===== src/rtl/cu_fsm.sv =====
// Multi-cycle RV32I control unit: INIT -> FETCH -> EXEC [-> WB] [-> INTR] -> FETCH.
// Only the state is registered; every strobe is decoded from state and live inputs.
module cu_fsm (
  input  logic       CLK,
  input  logic       RST_N,
  input  logic       intr,
  input  logic       csr_mie,
  input  logic [6:0] opcode,
  input  logic [2:0] func3,
  input  logic       mem_ready,
  output logic       pcWrite,
  output logic       regWrite,
  output logic       memWE2,
  output logic       memRDEN1,
  output logic       memRDEN2,
  output logic       rst,
  output logic       csr_WE,
  output logic       int_taken,
  output logic       mret_exec
);

  localparam logic [6:0] OP_LOAD   = 7'b0000011;
  localparam logic [6:0] OP_STORE  = 7'b0100011;
  localparam logic [6:0] OP_BRANCH = 7'b1100011;
  localparam logic [6:0] OP_SYSTEM = 7'b1110011;
  localparam logic [6:0] OP_LUI    = 7'b0110111;
  localparam logic [6:0] OP_AUIPC  = 7'b0010111;
  localparam logic [6:0] OP_JAL    = 7'b1101111;
  localparam logic [6:0] OP_JALR   = 7'b1100111;
  localparam logic [6:0] OP_IMM    = 7'b0010011;
  localparam logic [6:0] OP_RG3    = 7'b0110011;

  typedef enum logic [2:0] {
    ST_INIT,
    ST_FETCH,
    ST_EXEC,
    ST_WB,
    ST_INTR
  } state_t;

  state_t state, next_state;
  logic   irq_req;
  logic   is_mret;

  always_comb begin
    irq_req = intr & csr_mie;
    is_mret = (opcode == OP_SYSTEM) && (func3 == 3'b000);
  end

  always_ff @(posedge CLK or negedge RST_N) begin
    if (!RST_N) state <= ST_INIT;
    else        state <= next_state;
  end

  always_comb begin
    next_state = state;
    unique case (state)
      ST_INIT:  next_state = ST_FETCH;
      ST_FETCH: if (mem_ready) next_state = ST_EXEC;
      ST_EXEC: begin
        // MRET never chains straight into interrupt entry
        if (opcode == OP_LOAD)         next_state = ST_WB;
        else if (irq_req && !is_mret)  next_state = ST_INTR;
        else                           next_state = ST_FETCH;
      end
      ST_WB:    if (mem_ready) next_state = irq_req ? ST_INTR : ST_FETCH;
      ST_INTR:  next_state = ST_FETCH;
      default:  next_state = ST_INIT;
    endcase
  end

  always_comb begin
    pcWrite   = 1'b0;
    regWrite  = 1'b0;
    memWE2    = 1'b0;
    memRDEN1  = 1'b0;
    memRDEN2  = 1'b0;
    rst       = 1'b0;
    csr_WE    = 1'b0;
    int_taken = 1'b0;
    mret_exec = 1'b0;
    unique case (state)
      ST_INIT:  rst = 1'b1;
      ST_FETCH: memRDEN1 = 1'b1;
      ST_EXEC: begin
        case (opcode)
          OP_LOAD:   memRDEN2 = 1'b1;
          OP_STORE: begin
            memWE2  = 1'b1;
            pcWrite = 1'b1;
          end
          OP_BRANCH: pcWrite = 1'b1;
          OP_SYSTEM: begin
            pcWrite = 1'b1;
            if (func3 == 3'b001) begin
              csr_WE   = 1'b1;
              regWrite = 1'b1;
            end else if (func3 == 3'b000) begin
              mret_exec = 1'b1;
            end
          end
          OP_LUI, OP_AUIPC, OP_JAL, OP_JALR, OP_IMM, OP_RG3: begin
            regWrite = 1'b1;
            pcWrite  = 1'b1;
          end
          default:   pcWrite = 1'b1;
        endcase
      end
      ST_WB: begin
        memRDEN2 = 1'b1;
        regWrite = mem_ready;
        pcWrite  = mem_ready;
      end
      ST_INTR: begin
        int_taken = 1'b1;
        pcWrite   = 1'b1;
      end
      default:  rst = 1'b1;
    endcase
  end

endmodule


===== config.mk =====
export PLATFORM = sky130hd
export DESIGN_NAME = cu_fsm
export DESIGN_NICKNAME = d
export VERILOG_FILES = /design/src/rtl/cu_fsm.sv
export SDC_FILE = /design/constraint.sdc
export NUM_CORES = 1
export LEC_CHECK = 0
export ABC_AREA = 1
export CELL_PAD_IN_SITES_DETAIL_PLACEMENT = 1
export CELL_PAD_IN_SITES_GLOBAL_PLACEMENT = 1
export CORE_AREA = 3 3 40 42
export DETAILED_ROUTE_END_ITERATION = 10
export DIE_AREA = 0 0 43 45
export DONT_BUFFER_PORTS = 1
export PLACE_DENSITY = 0.66
export SYNTH_ARGS = -nofsm -noshare
export SYNTH_HDL_FRONTEND = slang
export SYNTH_SLANG_ARGS = --single-unit

===== constraint.sdc =====
create_clock -name CLK -period 1.1 [get_ports CLK]
set_input_delay 0 -clock CLK [delete_from_list [all_inputs] [get_ports CLK]]
set_output_delay 0 -clock CLK [all_outputs]
set_load 0.005 [all_outputs]

* Word-level counts from Yosys, hierarchy flattened
Cells that the tools add are included.
** Word-level totals
- Bits in registers :: 3
- Bits of input ports :: 15
- Word-level logic and storage cells :: 51
** Cells by class
- Eq/ne operators :: 16
- Muxes and demuxes :: 24
- Bitwise logic cells :: 1
- Reductions and logical operators :: 9
** Operator list (count)
- 7-bit by 6-bit equality test with 1-bit output, second input constant :: 3
- 7-bit equality test, second input constant :: 3
- 3-bit 2-to-1 mux :: 5
- 7-bit by 5-bit equality test with 1-bit output, second input constant :: 2
- 1-bit 2-to-1 mux :: 14
- 3-bit case mux with 4 select lines :: 1
- 7-bit by 2-bit equality test with 1-bit output, second input constant :: 1
- 3-bit by 1-bit equality test with 1-bit output, second input constant :: 2
- 3-bit by 2-bit equality test with 1-bit output, second input constant :: 2
- 3-bit zero test :: 2
- 1-bit case mux with 2 select lines :: 3
- 6-bit OR reduction :: 1
- 2-bit != test, second input constant :: 2
- 4-bit OR reduction :: 1
- 3-bit equality test, second input constant :: 1
- 1-bit case mux with 3 select lines :: 1
- 1-bit logical AND :: 2
- 2-bit AND reduction :: 1
- 2-bit OR reduction :: 1
- 1-bit bitwise AND :: 1
- 1-bit zero test :: 1

* Logic depth before layout (Yosys ltp)
Gate-level depths: netlist of run 1.
- Word-level depth :: 7
- Depth in mapped cells :: 8
- Depth with buffers taken out :: 8

* Worst setup path after synthesis of run 1
No wires, ideal clock.
- Path type :: register -> output
- Start :: register state[2]
- End :: output regWrite
- Data arrival time :: 0.996 ns
- Required time :: 1.100 ns
- Setup slack :: 0.104 ns
- Stages on the path, launching flop included :: 6
- Cells stage by stage :: dfrtp_1 nor3_4 inv_2 nor2_2 nand3_2 nand3_2
** On the way
- Longest elaborated chain between the ends :: 2
- Elaborated cells on any way between the ends :: 3
** Ends and longest elaborated chain
- start, declared :: line 41 : state_t state, next_state;
- start signal, assigned :: line 52 : else state <= next_state;
- 3-bit by 2-bit equality test with 1-bit output :: line 82 : unique case (state)
- 1-bit case mux with 2 select lines * :: line 82
- end, declared :: line 12 : output logic regWrite,
Every way passes the cells marked *; elsewhere a longest branch is shown, timed or not.

* Worst setup path after layout of run 1
Ends and elaborated chain as after synthesis.

==> flow_metrics.env, run 1 <==
export IMPL_status="finished with violations"
export IMPL_violations="negative setup slack"
export IMPL_grt_setup_unrepaired="yes"
export IMPL_slew_headroom_pct=83.4
export IMPL_critPathKind="flip-flop to output pin"
export IMPL_setup_skew_ps=2.83
export IMPL_antenna_violations_before_repair=0
export IMPL_grt_pass1_vias=490
export IMPL_synth_enable_flop_cells=0
export IMPL_timing_final_ws_setup_ps=-158
export IMPL_grt_use_total_pct=12.8
export IMPL_synth_flop_cell="sky130_fd_sc_hd__dfrtp_1"
export IMPL_drt_total_wl_um=1200
export IMPL_post_synth_most_frequent_cells="sky130_fd_sc_hd__nand2_1 (17), sky130_fd_sc_hd__inv_1 (11), sky130_fd_sc_hd__nor2_1 (9)"
export IMPL_fin_tns_setup_ps=-1130
export IMPL_yosys_area_top_type="sky130_fd_sc_hd__dfrtp_1"
export IMPL_final_period_minus_worst_setup_slack_ps=1260
export IMPL_final_hold_worst_slack_ps=20.5
export IMPL_cts_buffers=3
export IMPL_critical_path_endpoint_type="output pin"
export IMPL_finalCoreUtilization_pct=40.6
export IMPL_gr_total_overflow=0
export IMPL_drt_pass1_iter_count=4
export IMPL_synth_seq_cells=3
export IMPL_yosys_cell_types_count=16
export IMPL_post_synth_inst_count=64
export IMPL_drt_initial_drc_count=5
export IMPL_hold_class="input pin to async pin"
export IMPL_worstMarginPinSlew_ps=247
export IMPL_report_final_setup_viol=11
export IMPL_grt_start_max_net_pins=6
export IMPL_synthMostInstantiatedCell="sky130_fd_sc_hd__nand2_1"
export IMPL_area_growth_synth_to_final_pct=37.2
export IMPL_die_x_um=43
export IMPL_synthesis_nets=79
export IMPL_grt_pass1_wl_um=1970
export IMPL_multi_input_comb_area_um2=290
export IMPL_cts_max_level=1
export IMPL_fmax_mhz=795
export IMPL_largest_registers="state: 3 flops"
export IMPL_tritoncts_num_sinks=3
export IMPL_seq_area_um2=75.1
export IMPL_fillers=183
export IMPL_drv_cap=0
export IMPL_crit_fanout=5
export IMPL_vdd_ir_drop_worst_v=0.000523
export IMPL_critPathRequiredTime_ps=1100
export IMPL_yosysSeqAreaShare_pct=19.7
export IMPL_top_register="state"
export IMPL_synth_largest_type_area_fraction_pct=19.7
export IMPL_insertedDiodeCount=0
export IMPL_die_h_um=45
export IMPL_report_final_hold_viol_count=0
export IMPL_post_drt_wl_per_cell_um=13.4
export IMPL_finish_net_count=91
export IMPL_post_dp_hpwl_um=906
export IMPL_place_gp_congestion=0.764
export IMPL_post_place_ws_ps=-33.2
export IMPL_yosys_warnings=0
export IMPL_cts_path_max_buffers=2
export IMPL_clkLatencyLatePin_ps=230
export IMPL_cts_root_buffer="sky130_fd_sc_hd__clkbuf_4"
export IMPL_post_drt_via_cell_ratio=4.92
export IMPL_port_buffers=0
export IMPL_route_detailed_drc=0
export IMPL_static_leakage_power_nw=0.251
export IMPL_route_vias_total=443
export IMPL_final_period_utilization_pct=114
export IMPL_largest_register_ff_count=3
export IMPL_synth_cell_area_um2=380
export IMPL_synth_async_reset_ratio_pct=100
export IMPL_cts_tree="yes"
export IMPL_design_die_area_um2=1940
export IMPL_detail_route_antenna_nets=0
export IMPL_share_of_final_layout_standard_cells_stronger_than_drive_strength_1_pct=30.7
export IMPL_post_synth_main_area_contributors="sky130_fd_sc_hd__dfrtp_1 (20%), sky130_fd_sc_hd__nand2_1 (17%), sky130_fd_sc_hd__inv_1 (11%)"
export IMPL_maxSlewViolCount=0
export IMPL_timing_critical_path_arrival_ps=1260
export IMPL_power_per_cell_area_nw_per_um2=1980
export IMPL_num_io_pins=24
export IMPL_register_to_register_path_setup_slack_ps=-100
export IMPL_syn_mean_instance_area_um2=5.94
export IMPL_fp_coreArea_um2=1280
export IMPL_cts_clk_slew_worst_paths_ps=40
export IMPL_start_kind="flip-flop"
export IMPL_initial_core_util_pct=29.6
export IMPL_row_count=13
==> power by group <==
group / switching (mW) / internal [mW]
Clock: 0.0591 / 0.136
Sequential: 0.0548 / 0.155
Combinational: 0.372 / 0.257
==> cells in the final DEF (no fill, tap or decap), types with 2 or more instances in the layout <==
master and n:
sky130_fd_sc_hd__inv_1 11, sky130_fd_sc_hd__nand2_1 15, sky130_fd_sc_hd__inv_2 2, sky130_fd_sc_hd__o22ai_1 2, sky130_fd_sc_hd__nand3_2 2, sky130_fd_sc_hd__nor2_2 5
sky130_fd_sc_hd__a21oi_1 2, sky130_fd_sc_hd__nand2_2 2, sky130_fd_sc_hd__dlygate4sd3_1 4, sky130_fd_sc_hd__nor2_1 7, sky130_fd_sc_hd__nor2_4 2, sky130_fd_sc_hd__dfrtp_1 3
sky130_fd_sc_hd__nand3_1 5, sky130_fd_sc_hd__clkbuf_4 3, sky130_fd_sc_hd__buf_4 3
==> stage by stage <==
stage                     cell area, µm²  cells  power (mW)
after floorplan                      380     64       0.531
after global placement               399     79       0.607
after detailed placement             399     79       0.623
after CTS                            473     88       0.858
after global routing                 522     90        1.13
final                                522     90        1.03
==> timing repair <==
item / CTS / global route
setup buffers: 1 / 2
hold buffers: 4 / 0
pin swaps: 1 / 5
hold endpoints to repair: 5 / 0
gates resized for setup: 0 / 8
cloned: 0 / 0
endpoints found under the setup margin: 9 / 12
==> cell type report <==
class / instances / area share [%]
clock buffers: 4 / 5.04
multi-input cells: 48 / 55.6
well taps: 15 / 3.60
repair buffers: 7 / 12.0
inverters: 13 / 9.35
flip-flops and latches: 3 / 14.4
==> cell families after synthesis <==
group,after synthesis,share of synthesized area [%]
buffers and inverters,13,12.8
AND/OR/NAND/NOR,42,58.2
flip-flops,3,19.7
AO/OA/AOI/OAI,6,9.21
==> worst paths after layout <==
check	end	startpoint	cells after the start
worst max-delay path	regWrite	state[2]	5
worst min-delay path	state[0]	RST_N	1
worst max register to register	state[2]	state[2]	6
worst min register to register	state[1]	state[1]	3
max in group asynchronous	state[1]	RST_N	1
min in group CLK	memWE2	opcode[4]	1
==> critical path, cell delays in order, from the launching register on <==
cell,delay (ps)
sky130_fd_sc_hd__dfrtp_1,410
sky130_fd_sc_hd__nor3_4,250
sky130_fd_sc_hd__inv_2,100
sky130_fd_sc_hd__nor2_2,100
sky130_fd_sc_hd__nand3_2,80
sky130_fd_sc_hd__nand3_2,80
==> routing by layer <==
metal | up-vias | global-route usage (%) | routed length [µm]
met3 | 0 | 0.797 | 34
met5 | - | 0 | 0
met4 | 0 | 4.82 | 0
met1 | 208 | 17.4 | 530
met2 | 11 | 21.6 | 639
li1 | 224 | - | -
Power figures use the tool's default switching activity.
==> inputs of run 2 (changes only) <==
--- a/config.mk
+++ b/config.mk
@@ -9,10 +9,12 @@
 export CELL_PAD_IN_SITES_DETAIL_PLACEMENT = 1
 export CELL_PAD_IN_SITES_GLOBAL_PLACEMENT = 1
 export CORE_AREA = 3 3 40 42
+export CTS_CLUSTER_DIAMETER = 120
 export DETAILED_ROUTE_END_ITERATION = 10
 export DIE_AREA = 0 0 43 45
 export DONT_BUFFER_PORTS = 1
 export PLACE_DENSITY = 0.66
+export SETUP_SLACK_MARGIN = 0.05
 export SYNTH_ARGS = -nofsm -noshare
 export SYNTH_HDL_FRONTEND = slang
 export SYNTH_SLANG_ARGS = --single-unit
==> run 2 against run 1 <==
  * The flow still finishes with violations (negative setup slack)
  * Via count unchanged
  * Register-to-register slack about the same
  * Critical path depth did not move
  * Critical endpoint unchanged
  * Largest cell class unchanged
  * Highest routed layer unchanged
==> flow_metrics.env, run 2 (same netlist as run 1, synthesis figures left out) <==
export IMPL_status="finished with violations"
export IMPL_violations="negative setup slack"
export IMPL_largest_registers="state: 3 flops"
export IMPL_grt_start_max_net_pins=6
export IMPL_post_place_ws_ps=-33.2
export IMPL_static_leakage_power_nw=0.251
export IMPL_mostFrequentLayoutCell="sky130_fd_sc_hd__nand2_1"
export IMPL_slew_headroom_pct=83.4
export IMPL_power_per_cell_area_nw_per_um2=1980
export IMPL_largest_register_ff_count=3
export IMPL_setup_skew_ps=2.83
export IMPL_wl_met2_um=639
export IMPL_cts_buffers=3
export IMPL_worstMarginPinSlew_ps=247
export IMPL_start_kind="flip-flop"
export IMPL_grt_use_total_pct=12.8
export IMPL_antenna_violations_before_repair=0
export IMPL_most_used_cells_in_the_layout_excluding_fill_and_tap_cells="sky130_fd_sc_hd__nand2_1 (15), sky130_fd_sc_hd__inv_1 (11), sky130_fd_sc_hd__nor2_1 (7), sky130_fd_sc_hd__nor2_2 (5), sky130_fd_sc_hd__nand3_1 (5)"
export IMPL_placed_cell_area_um2=399
export IMPL_cts_clk_slew_worst_paths_ps=40
export IMPL_final_period_utilization_pct=114
export IMPL_gr_total_overflow=0
export IMPL_fin_area_um2=522
export IMPL_met1_routed_wirelength_after_detailed_routing_um=530
export IMPL_crit_fanout=5
export IMPL_grt_pass1_wl_um=1970
export IMPL_top_register="state"
export IMPL_post_drt_wl_per_cell_um=13.4
export IMPL_cts_tree="yes"
export IMPL_detailroute_wirelength_met3_um=34
export IMPL_post_dp_hpwl_um=906
export IMPL_fin_tns_setup_ps=-1130
export IMPL_top_layer_used="met3"
export IMPL_grt_pass1_vias=488
export IMPL_route_detailed_drc=0
export IMPL_fmax_mhz=795
export IMPL_final_hold_worst_slack_ps=20.5
export IMPL_port_buffers=0
export IMPL_drt_total_wl_um=1200
export IMPL_placed_cells=79
export IMPL_initial_core_util_pct=29.6
export IMPL_cts_path_max_buffers=2
export IMPL_detail_route_antenna_nets=0
export IMPL_area_growth_synth_to_final_pct=37.2
export IMPL_num_io_pins=24
export IMPL_die_h_um=45
export IMPL_critPathKind="flip-flop to output pin"
export IMPL_route_vias_total=443
export IMPL_maxSlewViolCount=0
export IMPL_die_x_um=43
export IMPL_tritoncts_num_sinks=3
export IMPL_finish_net_count=91
export IMPL_drt_initial_drc_count=5
export IMPL_report_final_setup_viol=11
export IMPL_insertedDiodeCount=0
export IMPL_design_power_total_mw=1.03
export IMPL_row_count=13
export IMPL_clkLatencyLatePin_ps=230
export IMPL_drv_cap=0
export IMPL_layout_cells_non_filler=90
export IMPL_post_drt_via_cell_ratio=4.92
export IMPL_critical_path_endpoint_type="output pin"
export IMPL_place_gp_congestion=0.764
export IMPL_timing_critical_path_arrival_ps=1260
export IMPL_report_final_hold_viol_count=0
export IMPL_final_period_minus_worst_setup_slack_ps=1260
export IMPL_finalCoreUtilization_pct=40.6
export IMPL_cts_max_level=1
export IMPL_vdd_ir_drop_worst_v=0.000523
export IMPL_critPathRequiredTime_ps=1100
export IMPL_timing_final_ws_setup_ps=-158
export IMPL_fp_coreArea_um2=1280
export IMPL_drt_pass1_iter_count=4
export IMPL_grt_setup_unrepaired="yes"
export IMPL_hold_class="input pin to async pin"
export IMPL_share_of_final_layout_standard_cells_stronger_than_drive_strength_1_pct=30.7
export IMPL_design_die_area_um2=1940
export IMPL_cts_root_buffer="sky130_fd_sc_hd__clkbuf_4"
-- run 2: cell counts in the layout (fill, tap and decap cells not counted) --
No cell type changed its count.
-- run 2: routing by layer --
metal	vias to the layer above	track usage, %
li1	224	-
met1	208	17.4
met2	11	21.6
met3	0	0.797
met4	0	4.82
met5	-	0
-- run 2: area by class of cell --
class | instances | area (µm²)
fill | 183 | 763
multi-input combinational | 48 | 290
sequential | 3 | 75.1
timing repair buffer | 7 | 62.6
inverter | 13 | 48.8
clock buffer | 4 | 26.3
tap | 15 | 18.8
-- run 2: power breakdown --
| part | internal (mW) | leakage, nW | switching [mW] | total (mW) |
|---|---|---|---|---|
| clock | 0.136 | 0.0150 | 0.0591 | 0.195 |
| sequential | 0.155 | 0.0374 | 0.0548 | 0.209 |
| combinational | 0.257 | 0.198 | 0.372 | 0.629 |
| total | 0.548 | 0.251 | 0.486 | 1.03 |
-- run 2: path summary, 6_finish.rpt --
path,start,endpoint,slack (ps),cells after the start
min reg2reg,state[1],state[1],730,3
max,state[2],regWrite,-160,5
max reg2reg,state[2],state[2],-100,6
min,RST_N,state[0],20,1
min in group CLK,opcode[4],memWE2,30,1
max in group asynchronous,RST_N,state[1],930,1
-- run 2: timing repair --
| item | CTS | global route |
|---|---|---|
| gates resized for setup | 0 | 8 |
| endpoints found under the hold margin | 5 | 0 |
| pin swaps | 1 | 5 |
| endpoints found under the setup margin | 9 | 12 |
| hold buffers | 4 | 0 |
| setup buffers | 1 | 2 |
-- run 2: critical path: stages, from the launching register on --
cell	delay (ps)
sky130_fd_sc_hd__dfrtp_1	410
sky130_fd_sc_hd__nor3_4	250
sky130_fd_sc_hd__inv_2	100
sky130_fd_sc_hd__nor2_2	100
sky130_fd_sc_hd__nand3_2	80
sky130_fd_sc_hd__nand3_2	80
